<file path="src/rtl/alu_arbiter_pkg.sv">
// alu_arbiter_pkg: shared opcodes, FSM state encoding and default datapath width for alu_arbiter.
package alu_arbiter_pkg;
  localparam int WIDTH = 8;
  localparam logic [2:0] OP_ADD  = 3'd0;
  localparam logic [2:0] OP_SUB  = 3'd1;
  localparam logic [2:0] OP_XOR  = 3'd2;
  localparam logic [2:0] OP_AND  = 3'd3;
  localparam logic [2:0] OP_NOR  = 3'd4;
  localparam logic [2:0] OP_NAND = 3'd5;
  localparam logic [2:0] OP_CMP  = 3'd6;
  localparam logic [2:0] OP_INV  = 3'd7;
  typedef enum logic [1:0] {ST_IDLE, ST_EXEC, ST_RESP} state_t;
endpackage

</file>
<file path="src/rtl/alu_arbiter_alu.sv">
// alu_arbiter_alu: combinational ALU (op_i, a_i, b_i -> c_o, carry_o, borrow_o); ops 6 and 7 yield c_o=0.
module alu_arbiter_alu #(
  parameter int WIDTH = alu_arbiter_pkg::WIDTH
) (
  input  logic [2:0]       op_i,
  input  logic [WIDTH-1:0] a_i,
  input  logic [WIDTH-1:0] b_i,
  output logic [WIDTH-1:0] c_o,
  output logic             carry_o,
  output logic             borrow_o
);
  import alu_arbiter_pkg::*;
  logic [WIDTH:0] sum, dif;
  assign sum = {1'b0, a_i} + {1'b0, b_i};
  assign dif = {1'b0, a_i} - {1'b0, b_i};
  assign carry_o = sum[WIDTH];
  assign borrow_o = dif[WIDTH];
  always_comb
    c_o = op_i == OP_ADD  ? sum[WIDTH-1:0] :
          op_i == OP_SUB  ? dif[WIDTH-1:0] :
          op_i == OP_XOR  ? a_i ^ b_i :
          op_i == OP_AND  ? a_i & b_i :
          op_i == OP_NOR  ? ~(a_i | b_i) :
          op_i == OP_NAND ? ~(a_i & b_i) : '0;
endmodule

</file>
<file path="src/rtl/alu_arbiter.sv">
// alu_arbiter: round-robin share of one ALU between two valid/ready requesters; registered, id-tagged response channel, busy flag and completion counter.
module alu_arbiter #(
  parameter int WIDTH = alu_arbiter_pkg::WIDTH,
  parameter int CNT_W = 16
) (
  input  logic             clk,
  input  logic             rst,
  input  logic             req0_valid,
  output logic             req0_ready,
  input  logic [2:0]       req0_op,
  input  logic [WIDTH-1:0] req0_a,
  input  logic [WIDTH-1:0] req0_b,
  input  logic             req1_valid,
  output logic             req1_ready,
  input  logic [2:0]       req1_op,
  input  logic [WIDTH-1:0] req1_a,
  input  logic [WIDTH-1:0] req1_b,
  output logic             rsp_valid,
  input  logic             rsp_ready,
  output logic             rsp_id,
  output logic [WIDTH-1:0] rsp_c,
  output logic             rsp_carry,
  output logic             rsp_borrow,
  output logic             rsp_equal,
  output logic             rsp_less,
  output logic             rsp_more,
  output logic             rsp_err,
  output logic             busy,
  output logic [CNT_W-1:0] op_count
);
  import alu_arbiter_pkg::*;
  state_t state_q, state_d;
  logic last_q, last_d, id_q, id_d;
  logic [2:0] op_q, op_d;
  logic [WIDTH-1:0] a_q, a_d, b_q, b_d, c_q, c_d, alu_c;
  logic carry_q, carry_d, borrow_q, borrow_d, eq_q, eq_d, lt_q, lt_d, gt_q, gt_d, err_q, err_d;
  logic [CNT_W-1:0] cnt_q, cnt_d;
  logic alu_carry, alu_borrow, gnt0, gnt1, is_cmp;
  alu_arbiter_alu #(.WIDTH(WIDTH)) u_alu (
    .op_i(op_q), .a_i(a_q), .b_i(b_q), .c_o(alu_c), .carry_o(alu_carry), .borrow_o(alu_borrow)
  );
  // On a tie the requester that did not win last time is granted.
  assign gnt0 = req0_valid & (~req1_valid | last_q);
  assign gnt1 = req1_valid & (~req0_valid | ~last_q);
  assign req0_ready = (state_q == ST_IDLE) & gnt0;
  assign req1_ready = (state_q == ST_IDLE) & gnt1;
  assign is_cmp = op_q == OP_CMP;
  assign rsp_valid = state_q == ST_RESP;
  assign busy = state_q != ST_IDLE;
  assign rsp_id = id_q;
  assign rsp_c = c_q;
  assign rsp_carry = carry_q;
  assign rsp_borrow = borrow_q;
  assign rsp_equal = eq_q;
  assign rsp_less = lt_q;
  assign rsp_more = gt_q;
  assign rsp_err = err_q;
  assign op_count = cnt_q;
  always_comb begin
    state_d = state_q;
    last_d = last_q;
    id_d = id_q;
    op_d = op_q;
    a_d = a_q;
    b_d = b_q;
    c_d = c_q;
    carry_d = carry_q;
    borrow_d = borrow_q;
    eq_d = eq_q;
    lt_d = lt_q;
    gt_d = gt_q;
    err_d = err_q;
    cnt_d = cnt_q;
    if (state_q == ST_IDLE && (gnt0 | gnt1)) begin
      id_d = gnt1;
      last_d = gnt1;
      op_d = gnt1 ? req1_op : req0_op;
      a_d = gnt1 ? req1_a : req0_a;
      b_d = gnt1 ? req1_b : req0_b;
      state_d = ST_EXEC;
    end
    if (state_q == ST_EXEC) begin
      // Every flag is recomputed from the current op so nothing leaks from a previous response.
      c_d = (is_cmp || op_q == OP_INV) ? '0 : alu_c;
      carry_d = (op_q == OP_ADD) & alu_carry;
      borrow_d = (op_q == OP_SUB) & alu_borrow;
      eq_d = is_cmp & (a_q == b_q);
      lt_d = is_cmp & (a_q < b_q);
      gt_d = is_cmp & (a_q > b_q);
      err_d = op_q == OP_INV;
      state_d = ST_RESP;
    end
    if (state_q == ST_RESP && rsp_ready) begin
      cnt_d = cnt_q + 1'b1;
      state_d = ST_IDLE;
    end
  end
  always_ff @(posedge clk or posedge rst) begin
    if (rst) begin
      state_q <= ST_IDLE;
      last_q <= 1'b1;
      id_q <= 1'b0;
      op_q <= '0;
      a_q <= '0;
      b_q <= '0;
      c_q <= '0;
      carry_q <= 1'b0;
      borrow_q <= 1'b0;
      eq_q <= 1'b0;
      lt_q <= 1'b0;
      gt_q <= 1'b0;
      err_q <= 1'b0;
      cnt_q <= '0;
    end else begin
      state_q <= state_d;
      last_q <= last_d;
      id_q <= id_d;
      op_q <= op_d;
      a_q <= a_d;
      b_q <= b_d;
      c_q <= c_d;
      carry_q <= carry_d;
      borrow_q <= borrow_d;
      eq_q <= eq_d;
      lt_q <= lt_d;
      gt_q <= gt_d;
      err_q <= err_d;
      cnt_q <= cnt_d;
    end
  end
endmodule

</file>
<file path="config.mk">
export PLATFORM = sky130hd
export DESIGN_NAME = alu_arbiter
export DESIGN_NICKNAME = d
export VERILOG_FILES = /design/src/rtl/alu_arbiter_pkg.sv /design/src/rtl/alu_arbiter_alu.sv /design/src/rtl/alu_arbiter.sv
export SDC_FILE = /design/constraint.sdc
export NUM_CORES = 1
export LEC_CHECK = 0
export CAP_MARGIN = 20
export CORE_MARGIN = 1
export CORE_UTILIZATION = 46
export DETAILED_ROUTE_END_ITERATION = 10
export GPL_ROUTABILITY_DRIVEN = 0
export MAX_ROUTING_LAYER = met4
export PLACE_DENSITY = 0.8
export SYNTH_ARGS = -nofsm -noshare
export SYNTH_HDL_FRONTEND = slang
export SYNTH_SLANG_ARGS = --single-unit
</file>
<file path="constraint.sdc">
create_clock -name clk -period 2.08 [get_ports clk]
set_input_delay 0.416 -clock clk [delete_from_list [all_inputs] [get_ports clk]]
set_output_delay 0.416 -clock clk [all_outputs]
set_load 0.02 [all_outputs]
</file>
==> flow_metrics.tcl <==
set metrics [dict create \
    run_status "complete, no violations" \
    drt-wirelength-per-cell_um 15.1 \
    crit_chain "inv_1, ha_4, nor3_2, o31a_1, or4_1, a31o_1, a22oi_2" \
    grt_antenna_before_repair 0 \
    drv_slew 0 \
    finalHoldViolCount 0 \
    synth_cell_types 53 \
    tritoncts "done" \
    netlist_area_mm2 0.00354 \
    synth_fa_ha_area_frac 0.101 \
    tns_ns 0 \
    worstSkewPairLatency_ns 0.32 \
    cp_max_fo 4 \
    avgSynthCellArea_um2 9.08 \
    die_x_um 89.7 \
    drive_above_1_share 0.153 \
    ir_worst_vdd_mv 0.827 \
    skew_ns 0.0134 \
    syn2layout_area_growth_pct 38.6 \
    fp-row-count 31 \
    hp-class "in -> async" \
    postCtsHoldBufs 0 \
    max_slew_margin 0.726 \
    viasPerCell 5.49 \
    rsz0062_at_grt "true" \
    cts_buffers 5 \
    dp.cells 585 \
    p_leak_nw 2.21 \
    cts_buffer_depth 2 \
    reg2reg_from "a_q[1]" \
    drt_iter0_markers 218 \
    max-cap-violations 0 \
    required_ns 2.32 \
    cpPeakStageDelay_ns 0.51 \
    synthTopCellsByArea "dfrtp_1 (37%), ha_1 (9.5%), mux2i_1 (6.8%)" \
    first_pass_iters 5 \
    finalHoldWorstSlack_ns 0.376 \
    reg2reg_slack_ns 0.007 \
    async_flop_share 1.00 \
    grt_pass1_vias 3207 \
    ys.flop_type "dfrtp_1" \
    drc 0 \
    fin_area_mm2 0.00491 \
    power_density_mw_per_mm2 1590 \
    setup_viol 0 \
    die_area_mm2 0.00805 \
    synth_seq_cells 53 \
    tightestPinTransition_ns 0.410 \
    grt-ovfl-total 0 \
    timing.rr.end "rsp_c[7]" \
    final_cells 596 \
    fin_crit_sh 0.997 \
    setup_ws_ns 0.00709 \
    grt_usage 0.228 \
    yosysSeqAreaShare 0.375 \
    yosys_warnings 0 \
    worstSetupPathType "reg -> reg" \
    post-place-ws_ns -0.168 \
    placed_cell_area_mm2 0.00468 \
    clk_pin_slew_worst_paths_ns 0.11 \
    htreeDepth 2 \
    synthSimpleGateAreaFrac 0.167 \
    core_area_mm2 0.00733 \
    synthXorXnorAreaFrac 0.0520 \
    start_kind "register" \
    synth_area_leader_cell "dfrtp_1" \
    synth-compound-area-share 0.181 \
    portBuffers 77 \
    timing.fmax_mhz 482 \
    grt_max_degree 40 \
    synth_edf_count 0 \
    synthMuxAreaShare 0.0710 \
    antenna_cells 0 \
    die_y_um 89.7 \
    start_util 0.483 \
    synth_top_family_by_area "compound AO/OA/AOI/OAI gates" \
    io_pins 78 \
    clock_sinks 53 \
    netlist_instances 390 \
    hpwl_mm 6.61 \
    grt_pass1_wl_mm 14.7 \
    post_synth_most_frequent_cells "dfrtp_1 (52), nor2_1 (41), a21oi_1 (33)" \
    netlist.area_leader.share 0.368 \
    crit_path_end_kind "register" \
    critPathSlowestCell "or4_1" \
    final_nets 567 \
    synth_nets 461 \
    arrival_ns 2.31 \
    synth_most_common_cell "dfrtp_1" \
    route.final.wire_length_mm 9.00 \
    ant_nets 0 \
    vias 3271 \
    root_buffer "clkbuf_8" \
    fin_crit_ns 2.07 \
    rr_worst_depth 7 \
]
-- placed cells by master, fill, tap and decap left out, types with 3 or more instances in the layout --
master,n
clkdlybuf4s50_1,74
dfrtp_1,51
buf_4,42
nor2_1,39
a21oi_1,33
nand2_1,25
mux2i_1,24
inv_1,22
ha_1,22
xnor2_1,14
nand2b_1,9
nand3_1,9
nor2b_1,8
o21ai_0,8
a21o_1,8
nor3_1,8
xor2_1,7
o21bai_1,5
or3_1,5
clkbuf_8,5
a211oi_1,4
and3_1,4
a22o_1,4
o21a_1,3
a32o_1,3
a221oi_1,3
nand4_1,3
ha_4,3
-- worst max-delay path by stage --
stage | from | endpoint | slack, ns | cells after the start
4_1_cts | a_q[1] | rsp_c[7] | 0.004 | 7
2_1_floorplan | a_q[1] | rsp_c[7] | 0.0007 | 7
6_report | a_q[1] | rsp_c[7] | 0.007 | 7
3_3_place_gp | req1_valid | req0_ready | -0.13 | 6
3_5_place_dp | req1_valid | req0_ready | -0.17 | 6
5_1_grt | a_q[1] | rsp_c[7] | -0.07 | 7
-- registers in the layout (all words and copies together) (netlist names), 2 cells and up --
| register | flops |
|---|---|
| a_q | 8 |
| b_q | 8 |
| op_count | 16 |
| op_q | 3 |
| rsp_c | 8 |
| state_q | 2 |
-- layout make-up --
cell class | count | area, µm²
Fill cell | 556 | 2420
Multi-Input combinational cell | 291 | 2140
Sequential cell | 53 | 1330
Timing Repair Buffer | 121 | 1130
Tap cell | 99 | 124
Inverter | 24 | 90.1
Clock buffer | 5 | 68.8
Clock inverter | 3 | 26.3
-- power breakdown --
| part | total [mW] | switching (mW) | leakage, nW | internal, mW |
|---|---|---|---|---|
| Combinational | 5.43 | 2.92 | 1.52 | 2.51 |
| Clock | 0.642 | 0.396 | 0.0423 | 0.246 |
| Sequential | 1.75 | 0.326 | 0.649 | 1.42 |
-- stage by stage --
step / power [mW] / util
floorplan: 4.87 / -
global placement: 6.44 / 0.638
detailed placement: 6.62 / 0.638
CTS: 7.30 / 0.652
global route: 8.38 / 0.669
finish: 7.82 / 0.669
-- timing repair --
action / CTS / global route
endpoints found under the setup margin: 4 / 10
buffers inserted: 1 / 2
pin swaps: 1 / 2
resized for setup: 3 / 19
-- critical path, delay by kind of cell, from the launching register on --
kind	cells	cell delay, ns
compound gates	3	0.65
buf+inv	1	0.10
simple gates	2	0.56
fa+ha+maj	1	0.28
flops	1	0.43
-- routing by layer --
layer,wire length (µm),GRT usage
met2,4430,0.384
met5,0,-
met4,140,0.0642
met1,3870,0.285
met3,558,0.0338
-- logic make-up after synthesis --
logic type,after synthesis
AOI/OAI and AO/OA,94
xor gates and xnor gates,21
DFF,53
muxes,25
adders and majority gates,28
and+or+nand+nor,123
buffers and inverters,46
Note: power is estimated with default switching activity, not from simulation.
